===== config.mk =====
export PLATFORM = sky130hd
export DESIGN_NAME = scan_display_ctrl_flat
export DESIGN_NICKNAME = d
export VERILOG_FILES = /design/src/rtl/scan_display_ctrl_pkg.sv /design/src/rtl/scan_display_ctrl_if.sv /design/src/rtl/scan_display_ctrl_slot_timer.sv /design/src/rtl/scan_display_ctrl.sv /design/src/flat_wrapper.sv
export SDC_FILE = /design/constraint.sdc
export NUM_CORES = 1
export LEC_CHECK = 0
export CAP_MARGIN = 10
export CORE_ASPECT_RATIO = 1.75
export CORE_MARGIN = 2
export CORE_UTILIZATION = 60
export CTS_CLUSTER_DIAMETER = 100
export DETAILED_ROUTE_END_ITERATION = 8
export GPL_TIMING_DRIVEN = 0
export PLACE_DENSITY = 0.85
export SLEW_MARGIN = 40
export SYNTH_ARGS = -nofsm -noshare
export SYNTH_HDL_FRONTEND = slang
export SYNTH_SLANG_ARGS = --single-unit

===== constraint.sdc =====
create_clock -name i_Clk -period 5 [get_ports i_Clk]
set_input_delay 0.75 -clock i_Clk [delete_from_list [all_inputs] [get_ports i_Clk]]
set_output_delay 0.75 -clock i_Clk [all_outputs]
set_load 0.05 [all_outputs]

===== src/rtl/scan_display_ctrl_pkg.sv =====
// Shared constants and types for the multiplexed 7-segment scan scheduler.
package scan_display_ctrl_pkg;

  localparam int unsigned N_DIGITS = 4;
  localparam int unsigned NIBBLE_W = 4;
  localparam int unsigned SEL_W    = $clog2(N_DIGITS);
  localparam int unsigned DATA_W   = N_DIGITS * NIBBLE_W;

  localparam logic [N_DIGITS-1:0] ANODE_OFF = 4'b1111;

  typedef enum logic {
    ST_BLANK,
    ST_LIT
  } scan_state_t;

  // Active-low one-hot anode pattern for the given digit index.
  function automatic logic [N_DIGITS-1:0] anode_on(input logic [SEL_W-1:0] sel);
    return ~(N_DIGITS'(1) << sel);
  endfunction

endpackage


===== src/rtl/scan_display_ctrl_if.sv =====
// Valid/ready load channel carrying four BCD nibbles into the scan scheduler.
interface scan_display_ctrl_if;
  import scan_display_ctrl_pkg::*;

  logic [DATA_W-1:0] i_Data;
  logic              i_Valid;
  logic              o_Ready;

  modport master (output i_Data, output i_Valid, input  o_Ready);
  modport slave  (input  i_Data, input  i_Valid, output o_Ready);

endinterface


===== src/rtl/scan_display_ctrl_slot_timer.sv =====
// Slot counter and digit index; emits slot/blank/frame boundary strobes.
module scan_display_ctrl_slot_timer
  import scan_display_ctrl_pkg::*;
#(
  parameter int unsigned CLK_DIV   = 50000,
  parameter int unsigned BLANK_CYC = 500
) (
  input  logic             i_Clk,
  input  logic             i_Reset,
  output logic [SEL_W-1:0] o_Sel,
  output logic [SEL_W-1:0] o_SelNext,
  output logic             o_SlotStart,
  output logic             o_BlankDone,
  output logic             o_SlotEnd,
  output logic             o_FrameEnd
);

  localparam int unsigned      CNT_W      = (CLK_DIV > 2) ? $clog2(CLK_DIV) : 1;
  localparam logic [CNT_W-1:0] LAST_CNT   = CNT_W'(CLK_DIV - 1);
  localparam logic [CNT_W-1:0] BLANK_LAST = CNT_W'(BLANK_CYC - 1);
  localparam logic [SEL_W-1:0] LAST_SEL   = SEL_W'(N_DIGITS - 1);

  logic [CNT_W-1:0] r_Count;
  logic [SEL_W-1:0] r_Sel;
  logic             r_FrameEnd;

  logic             w_Wrap;
  logic [CNT_W-1:0] w_CountNext;
  logic [SEL_W-1:0] w_SelNext;

  always_comb begin
    w_Wrap      = (r_Count == LAST_CNT);
    w_CountNext = w_Wrap ? '0 : r_Count + 1'b1;
    w_SelNext   = w_Wrap ? r_Sel + 1'b1 : r_Sel;
  end

  // Frame-end strobe is decoded from next-cycle values so it is a clean flop aligned with the count.
  always_ff @(posedge i_Clk or posedge i_Reset) begin
    if (i_Reset) begin
      r_Count    <= '0;
      r_Sel      <= '0;
      r_FrameEnd <= 1'b0;
    end else begin
      r_Count    <= w_CountNext;
      r_Sel      <= w_SelNext;
      r_FrameEnd <= (w_CountNext == LAST_CNT) && (w_SelNext == LAST_SEL);
    end
  end

  assign o_Sel       = r_Sel;
  assign o_SelNext   = w_SelNext;
  assign o_SlotStart = (r_Count == '0);
  assign o_BlankDone = (r_Count == BLANK_LAST);
  assign o_SlotEnd   = w_Wrap;
  assign o_FrameEnd  = r_FrameEnd;

endmodule


===== src/rtl/scan_display_ctrl.sv =====
// 4-digit multiplexed display scan scheduler with blanking guard, digit mask,
// frame-level brightness PWM and frame-synchronous digit update via valid/ready.
module scan_display_ctrl
  import scan_display_ctrl_pkg::*;
#(
  parameter int unsigned CLK_DIV   = 50000,
  parameter int unsigned BLANK_CYC = 500,
  parameter int unsigned BRIGHT_W  = 4
) (
  input  logic                i_Clk,
  input  logic                i_Reset,
  scan_display_ctrl_if.slave  s_Bus,
  input  logic [N_DIGITS-1:0] i_Enable,
  input  logic [BRIGHT_W-1:0] i_Bright,
  output logic [SEL_W-1:0]    o_Sel,
  output logic [N_DIGITS-1:0] o_Anodos,
  output logic [NIBBLE_W-1:0] o_Digit,
  output logic                o_FrameEnd
);

  logic [SEL_W-1:0] w_Sel;
  logic [SEL_W-1:0] w_SelNext;
  logic             w_SlotStart;
  logic             w_BlankDone;
  logic             w_SlotEnd;
  logic             w_FrameEnd;

  scan_display_ctrl_slot_timer #(
    .CLK_DIV   (CLK_DIV),
    .BLANK_CYC (BLANK_CYC)
  ) u_slot_timer (
    .i_Clk       (i_Clk),
    .i_Reset     (i_Reset),
    .o_Sel       (w_Sel),
    .o_SelNext   (w_SelNext),
    .o_SlotStart (w_SlotStart),
    .o_BlankDone (w_BlankDone),
    .o_SlotEnd   (w_SlotEnd),
    .o_FrameEnd  (w_FrameEnd)
  );

  scan_state_t         r_State;
  scan_state_t         w_StateNext;
  logic                r_SlotOn;
  logic [BRIGHT_W-1:0] r_Pwm;
  logic                r_Ready;
  logic [DATA_W-1:0]   r_Hold;
  logic [DATA_W-1:0]   r_Disp;
  logic [N_DIGITS-1:0] r_Anodos;
  logic [NIBBLE_W-1:0] r_Digit;

  logic                w_FrameLit;
  logic                w_SlotOn;
  logic                w_Accept;
  logic                w_Transfer;
  logic [DATA_W-1:0]   w_DispNext;
  logic [N_DIGITS-1:0] w_AnodosNext;

  always_comb begin
    w_StateNext = r_State;
    unique case (r_State)
      ST_BLANK: if (w_BlankDone) w_StateNext = ST_LIT;
      ST_LIT:   if (w_SlotEnd)   w_StateNext = ST_BLANK;
      default:                   w_StateNext = ST_BLANK;
    endcase
  end

  // The lit decision is taken during slot cycle 0 and held, so mid-slot input changes wait a slot.
  always_comb begin
    w_FrameLit   = (i_Bright == '1) || (r_Pwm < i_Bright);
    w_SlotOn     = w_SlotStart ? (i_Enable[w_Sel] & w_FrameLit) : r_SlotOn;
    w_Accept     = s_Bus.i_Valid & r_Ready;
    w_Transfer   = w_FrameEnd & ~r_Ready;
    w_DispNext   = w_Transfer ? r_Hold : r_Disp;
    w_AnodosNext = ANODE_OFF;
    if (w_StateNext == ST_LIT && w_SlotOn)
      w_AnodosNext = anode_on(w_SelNext);
  end

  always_ff @(posedge i_Clk or posedge i_Reset) begin
    if (i_Reset) begin
      r_State  <= ST_BLANK;
      r_SlotOn <= 1'b0;
      r_Pwm    <= '0;
      r_Anodos <= ANODE_OFF;
      r_Digit  <= '0;
    end else begin
      r_State  <= w_StateNext;
      r_SlotOn <= w_SlotOn;
      if (w_FrameEnd)
        r_Pwm <= r_Pwm + 1'b1;
      r_Anodos <= w_AnodosNext;
      r_Digit  <= w_DispNext[{w_SelNext, 2'b00} +: NIBBLE_W];
    end
  end

  // Accept and transfer are exclusive: one needs the holding register empty, the other full.
  always_ff @(posedge i_Clk or posedge i_Reset) begin
    if (i_Reset) begin
      r_Ready <= 1'b1;
      r_Hold  <= '0;
      r_Disp  <= '0;
    end else begin
      if (w_Transfer) begin
        r_Disp  <= r_Hold;
        r_Ready <= 1'b1;
      end else if (w_Accept) begin
        r_Hold  <= s_Bus.i_Data;
        r_Ready <= 1'b0;
      end
    end
  end

  assign s_Bus.o_Ready = r_Ready;
  assign o_Sel         = w_Sel;
  assign o_Anodos      = r_Anodos;
  assign o_Digit       = r_Digit;
  assign o_FrameEnd    = w_FrameEnd;

endmodule


===== src/flat_wrapper.sv =====
// flat-port wrapper written by rule: the top's interface ports become plain ports
module scan_display_ctrl_flat import scan_display_ctrl_pkg::*;
#(
  parameter int unsigned CLK_DIV   = 50000,
  parameter int unsigned BLANK_CYC = 500,
  parameter int unsigned BRIGHT_W  = 4
)
  (i_Clk, i_Reset, i_Enable, i_Bright, o_Sel, o_Anodos, o_Digit, o_FrameEnd, s_Bus_i_Data, s_Bus_i_Valid, s_Bus_o_Ready);
  scan_display_ctrl_if s_Bus_i ();
  input  logic i_Clk;
  input  logic i_Reset;
  input  logic [N_DIGITS-1:0] i_Enable;
  input  logic [BRIGHT_W-1:0] i_Bright;
  output logic [SEL_W-1:0] o_Sel;
  output logic [N_DIGITS-1:0] o_Anodos;
  output logic [NIBBLE_W-1:0] o_Digit;
  output logic o_FrameEnd;
  input wire logic [$bits(s_Bus_i.i_Data)-1:0] s_Bus_i_Data;
  input wire logic [$bits(s_Bus_i.i_Valid)-1:0] s_Bus_i_Valid;
  output wire logic [$bits(s_Bus_i.o_Ready)-1:0] s_Bus_o_Ready;
  assign s_Bus_i.i_Data = s_Bus_i_Data;
  assign s_Bus_i.i_Valid = s_Bus_i_Valid;
  assign s_Bus_o_Ready = s_Bus_i.o_Ready;
  scan_display_ctrl #(.CLK_DIV(CLK_DIV), .BLANK_CYC(BLANK_CYC), .BRIGHT_W(BRIGHT_W)) u_core (.i_Clk(i_Clk), .i_Reset(i_Reset), .s_Bus(s_Bus_i), .i_Enable(i_Enable), .i_Bright(i_Bright), .o_Sel(o_Sel), .o_Anodos(o_Anodos), .o_Digit(o_Digit), .o_FrameEnd(o_FrameEnd));
endmodule

==> results of run 1 <==
kinds of logic after synthesis:
group	after synthesis	share of synthesized area, %
buffers and inverters	29	3.84
XOR/XNOR	21	5.76
AND/OR/NAND/NOR	87	15.6
multiplexers	38	13.6
AO/OA/AOI/OAI	29	6.94
flip-flops	66	51.9
adder cells (fa/ha/maj)	6	2.35
registers in the layout, indices dropped and copies added, names as in the netlist:
| signal | cells |
|---|---|
| u_core.r_SlotOn | 1 |
| u_core.s_Bus.o_Ready | 1 |
| u_core.u_slot_timer.r_Count | 16 |
| u_core.r_Disp | 16 |
| u_core.r_Pwm | 4 |
| u_core.u_slot_timer.o_FrameEnd | 1 |
| u_core.o_Digit | 4 |
| u_core.o_Anodos | 4 |
| u_core.u_slot_timer.o_Sel | 2 |
| u_core.r_Hold | 16 |
| u_core.r_State | 1 |
final timing paths:
kind                       cells past startpoint                  to                           start  slack [ns]
hold / removal                                 1     u_core.r_Pwm[3]                 u_core.r_Pwm[3]        0.48
setup / recovery                               7   u_core.o_Digit[2]  u_core.u_slot_timer.r_Count[0]        2.41
min in group asynchronous                      2   u_core.o_Digit[0]                         i_Reset        0.71
hold reg to reg                                1     u_core.r_Pwm[3]                 u_core.r_Pwm[3]        0.48
setup reg to reg                               7   u_core.o_Digit[2]  u_core.u_slot_timer.r_Count[0]        2.41
max in group asynchronous                      3  u_core.o_Anodos[0]                         i_Reset        3.70
layout make-up:
cell class | instances | area (um2) | area share [%]
repair buffers | 39 | 400 | 10.3
flip-flops and latches | 66 | 1660 | 42.8
multi-input cells | 181 | 1410 | 36.4
inverters | 14 | 55.1 | 1.42
clock buffers | 11 | 151 | 3.91
well taps | 55 | 68.8 | 1.78
clock inverters | 5 | 60.1 | 1.55
plain buffers | 15 | 70.1 | 1.81
per-layer routing:
layer  part of all wire, %  global-route usage (%)  wire length (um)  vias up
met5                     0                       0                 0        -
met4                   3.8                    15.7               265        0
met3                   3.5                    4.49               241       28
met2                    55                    45.8              3820       88
met1                    37                    29.3              2570     1203
li1                      -                       -                 -     1098
power by group:
| group | total [mW] | switching [mW] | internal [mW] |
|---|---|---|---|
| combinational | 0.0382 | 0.0160 | 0.0222 |
| sequential | 0.534 | 0.000152 | 0.534 |
| clock | 0.468 | 0.208 | 0.260 |
worst max-delay path: cells and delay by family (launching register included):
| kind | cells | cell delay (ns) |
|---|---|---|
| AO/OA/AOI/OAI | 2 | 0.42 |
| adder cells (fa/ha/maj) | 1 | 0.26 |
| AND/OR/NAND/NOR | 3 | 1.02 |
| buffers and inverters | 1 | 0.29 |
| flip-flops | 1 | 0.44 |
placed cells by master (no fill, tap or decap), types with 3 or more instances in the layout:
cell type	netlist	layout
a211oi_1	4	4
a31oi_1	9	9
clkbuf_1	11	11
clkbuf_8	0	11
clkdlybuf4s50_1	0	38
dfrtp_1	61	61
dfstp_2	5	5
ha_1	6	6
inv_1	13	12
mux2_2	31	31
mux2i_1	4	4
nand2_1	13	13
nand3_1	10	10
nand3b_1	4	4
nand4_1	9	9
nor2_1	17	17
nor3_1	10	10
nor4_1	9	9
o2111ai_1	4	4
o21ai_0	3	3
xnor2_1	12	12
xor2_1	9	9
per-stage QoR:
stage,worst slack [ns],cell area [um2]
3_5_place_dp,2.20,3660
2_1_floorplan,2.60,3190
5_1_grt,2.34,3880
3_3_place_gp,1.59,3640
4_1_cts,2.49,3880
6_report,2.41,3880
==> impl_metrics.json, run 1 <==
{
  "ir_drop_uv": 190,
  "grt_pass1_vias": 2442,
  "critPathLaunchType": "flip-flop",
  "p_per_area_mw_per_mm2": 268,
  "firstDrtPassIters": 4,
  "hold_viol": 0,
  "max_stage_delay_ns": 0.59,
  "tightest_slew_ns": 0.722,
  "synth_fp_nets": 309,
  "numPortBuffers": 38,
  "track_usage_pct": 26.4,
  "setup_tns_ns": 0,
  "gp_congestion": 0.881,
  "clockBufferDepth": 2,
  "cts_tree": "done",
  "finalPower_mw": 1.04,
  "htreeDepth": 3,
  "die_h_um": 101,
  "synth_largest_area_cell": "dfrtp_1",
  "grt.overflow.total": 0,
  "synth-seq-cells": 66,
  "fin_cells": 386,
  "fin_util_pct": 74.4,
  "post_cts_resized": 0,
  "power_leakage_nw": 1.77,
  "status": "completed",
  "max_freq_mhz": 386,
  "maxSlewHeadroom_pct": 51.5,
  "period_share_pct": 51.8,
  "async_flop_share_pct": 100,
  "ys_types": 46,
  "antenna_found_initial": 0,
  "die-area_mm2": 0.00594,
  "hold_buffers": 0,
  "synth.cell_area_mm2": 0.00319,
  "ant_nets": 0,
  "path_cells": "ha_1 -> nand3_2 -> nor4_2 -> nand2_1 -> clkbuf_1 -> a31oi_1 -> o2111ai_1",
  "clkTransAtPathRegs_ns": 0.08,
  "final_net_count": 359,
  "boundaryPins": 39,
  "drt_iter0_drc": 125,
  "holdWs_ns": 0.483,
  "synthTopCellsByCount": "61 x dfrtp_1, 31 x mux2_2, 17 x nor2_1, 13 x inv_1, 13 x nand2_1",
  "post_cts_buffers": 0,
  "cp_max_fo": 10,
  "slew_violations": 0,
  "fillers": 356,
  "period_minus_slack_ns": 2.59,
  "grt_max_degree": 44,
  "start_util_pct": 61.3,
  "die_w_um": 59.1,
  "viasPerCell": 6.26,
  "endpoint_kind": "flip-flop",
  "dp_cells": 370,
  "yosys-top-cells-area": "dfrtp_1 48%, mux2_2 11%, dfstp_2 4.1%, xnor2_1 3.3%, xor2_1 2.5%",
  "skew_ns": 0.0103,
  "maxCapViolations": 0,
  "post_drt_wl_per_cell_um": 17.9,
  "synthToLayoutAreaGrowth_pct": 21.4,
  "yosysWarnings": 0,
  "syn_area_per_cell_um2": 11.6,
  "drive_above_1_share_pct": 20.5,
  "routed-via-count": 2417,
  "clkLatencyLatePin_ns": 0.35,
  "cp_data_required_time_ns": 5.19,
  "hpwl_um": 4840,
  "num_rows": 35,
  "diodes": 0,
  "cp_slowest_cell": "nor4_2",
  "numCtsBuffers": 9,
  "wl_um": 6890,
  "cp.arrival_ns": 2.78,
  "hold_class": "flip-flop to flip-flop",
  "synth_edf_count": 0,
  "synth_top_cell_area_share_pct": 47.8,
  "worstSetupPathType": "flip-flop to flip-flop",
  "fp.coreArea_mm2": 0.00521,
  "synth.most_common_cell": "dfrtp_1",
  "grt_pass1_wl_um": 11600,
  "rsz0062_at_grt": "no",
  "finalSetupViolCount": 0,
  "route.detailed.drc": 0,
  "root_buffer": "clkbuf_8",
  "seq_area_frac_synth_pct": 51.9,
  "cts.sink_count": 66,
  "synthFlopType": "dfrtp_1",
  "syn_inst": 276
}
Note: power is estimated with default switching activity, not from simulation.
==> inputs of run 2 (changes only) <==
Settings changed: CORE_UTILIZATION 60 to 50, PLACE_DENSITY 0.85 to 0.76.
Clock period 5 ns to 2.35 ns, I/O delays scaled along.
==> impl_metrics.json, run 2 (synthesized netlist as in run 1, its figures left out) <==
{
  "grt_pass1_wl_um": 11200,
  "internal-power_mw": 1.69,
  "boundaryPins": 39,
  "die_h_um": 110,
  "finalSetupViolCount": 0,
  "period_share_pct": 96.8,
  "p_clk_share_pct": 42.7,
  "cp_data_required_time_ns": 2.59,
  "ff2ff_setup_slack_ns": 0.07,
  "p_per_area_mw_per_mm2": 538,
  "grt_max_degree": 47,
  "maxSlewHeadroom_pct": 61.2,
  "grt.overflow.total": 0,
  "numPortBuffers": 38,
  "slew_violations": 0,
  "num_rows": 38,
  "hold_buffers": 0,
  "route.detailed.drc": 0,
  "ant_nets": 0,
  "fp.coreArea_mm2": 0.00618,
  "final_net_count": 363,
  "cp_max_fo": 8,
  "root_buffer": "clkbuf_8",
  "track_usage_pct": 21.2,
  "viasPerCell": 5.69,
  "die-area_mm2": 0.00707,
  "numCtsBuffers": 9,
  "ir_drop_uv": 350,
  "maxCapViolations": 0,
  "endpoint_kind": "flip-flop",
  "post_drt_wl_per_cell_um": 16.8,
  "cts.sink_count": 66,
  "die_w_um": 64.4,
  "skew_ns": 0.00747,
  "hpwl_um": 5070,
  "synthToLayoutAreaGrowth_pct": 23.9,
  "reg.largest.list": "u_core.r_Disp: 16 flops, u_core.r_Hold: 16 flops, u_core.u_slot_timer.r_Count: 16 flops",
  "layout_commonest_cell": "dfrtp_1",
  "gp_congestion": 0.877,
  "comb_power_share_pct": 3.9,
  "grt_pass1_vias": 2373,
  "htreeDepth": 3,
  "hold_viol": 0,
  "start_util_pct": 51.7,
  "placed_area_mm2": 0.00370,
  "period_minus_slack_ns": 2.28,
  "worstSetupPathType": "flip-flop to flip-flop",
  "firstDrtPassIters": 4,
  "critPathLaunchType": "flip-flop",
  "clockBufferDepth": 2,
  "cp.arrival_ns": 2.51,
  "tightest_slew_ns": 0.582,
  "diodes": 0,
  "drt_iter0_drc": 95,
  "antenna_found_initial": 0,
  "p_seq_share_pct": 53.4,
  "p_sw_uw": 436,
  "max_freq_mhz": 439,
  "final_area_mm2": 0.00396,
  "status": "completed",
  "wl_um": 6940,
  "clkLatencyLatePin_ns": 0.35,
  "fillers": 505,
  "layout_common_cells": "61 x dfrtp_1, 38 x clkdlybuf4s50_1, 31 x mux2_2, 17 x nor2_1, 13 x nand2_1",
  "cts_tree": "done",
  "drive_above_1_share_pct": 22.8,
  "p_sw_share_pct": 20.4,
  "finalPower_mw": 2.13,
  "routed-via-count": 2357,
  "hold_class": "input pin to async pin",
  "clkTransAtPathRegs_ns": 0.07,
  "power_leakage_nw": 1.82
}
-- run 2: area by class of cell --
class / count / area, um2 / area share, %
Buffer: 13 / 65.1 / 1.64
Clock buffer: 12 / 145 / 3.67
Clock inverter: 3 / 40.0 / 1.01
Inverter: 14 / 56.3 / 1.42
Multi-Input combinational cell: 181 / 1450 / 36.6
Sequential cell: 66 / 1660 / 41.9
Tap cell: 80 / 100 / 2.53
Timing Repair Buffer: 45 / 445 / 11.3
-- run 2: critical path: stages (launching register included) --
cell and delay [ns]:
dfrtp_1 0.47, or3_4 0.45, or4b_4 0.55, o41ai_4 0.49, nand4_1 0.20
-- run 2: path summary, 6_finish.rpt --
kind,from,to,cells past startpoint
max,u_core.u_slot_timer.r_Count[4],u_core.o_Anodos[1],4
min,i_Reset,u_core.r_Hold[0],2
max reg2reg,u_core.u_slot_timer.r_Count[4],u_core.o_Anodos[1],4
min reg2reg,u_core.r_Pwm[3],u_core.r_Pwm[3],1
max in group asynchronous,i_Reset,u_core.o_Anodos[1],3
min in group i_Clk,u_core.r_Pwm[3],u_core.r_Pwm[3],1
-- run 2: power by group through the flow --
stage	Combinational (mW)	Clock (mW)	Sequential (mW)
floorplan	0.0271	0	1.16
global placement	0.0770	0	1.16
detailed placement	0.0841	0	1.16
CTS	0.0843	0.936	1.14
global route	0.0911	0.981	1.14
finish	0.0823	0.910	1.14
-- run 2: repair_timing --
action                     CTS  global route
resized for setup            3             7
setup endpoints to repair    9            19
buffers inserted             1             5
pin swaps                    0             3
-- run 2: layer usage --
layer | global-route usage (%) | wire, um | vias up
met3 | 3.99 | 258 | 29
li1 | - | - | 1105
met2 | 39.1 | 3870 | 70
met4 | 13.4 | 313 | 0
met5 | 0 | 0 | -
met1 | 21.7 | 2490 | 1153
-- run 2: metrics by stage --
step	utilization, %	worst slack, ns	setup TNS (ns)	instances	hold WS [ns]
6_report	64.0	0.0746	0	414	0.304
5_1_grt	64.0	-0.00340	-0.00340	414	0.319
4_1_cts	63.2	-0.0405	-0.144	411	0.303
3_5_place_dp	59.8	-0.189	-0.847	395	0.470
3_3_place_gp	59.4	-0.701	-43.64	394	0.462
2_1_floorplan	-	0.0190	0	276	0.450
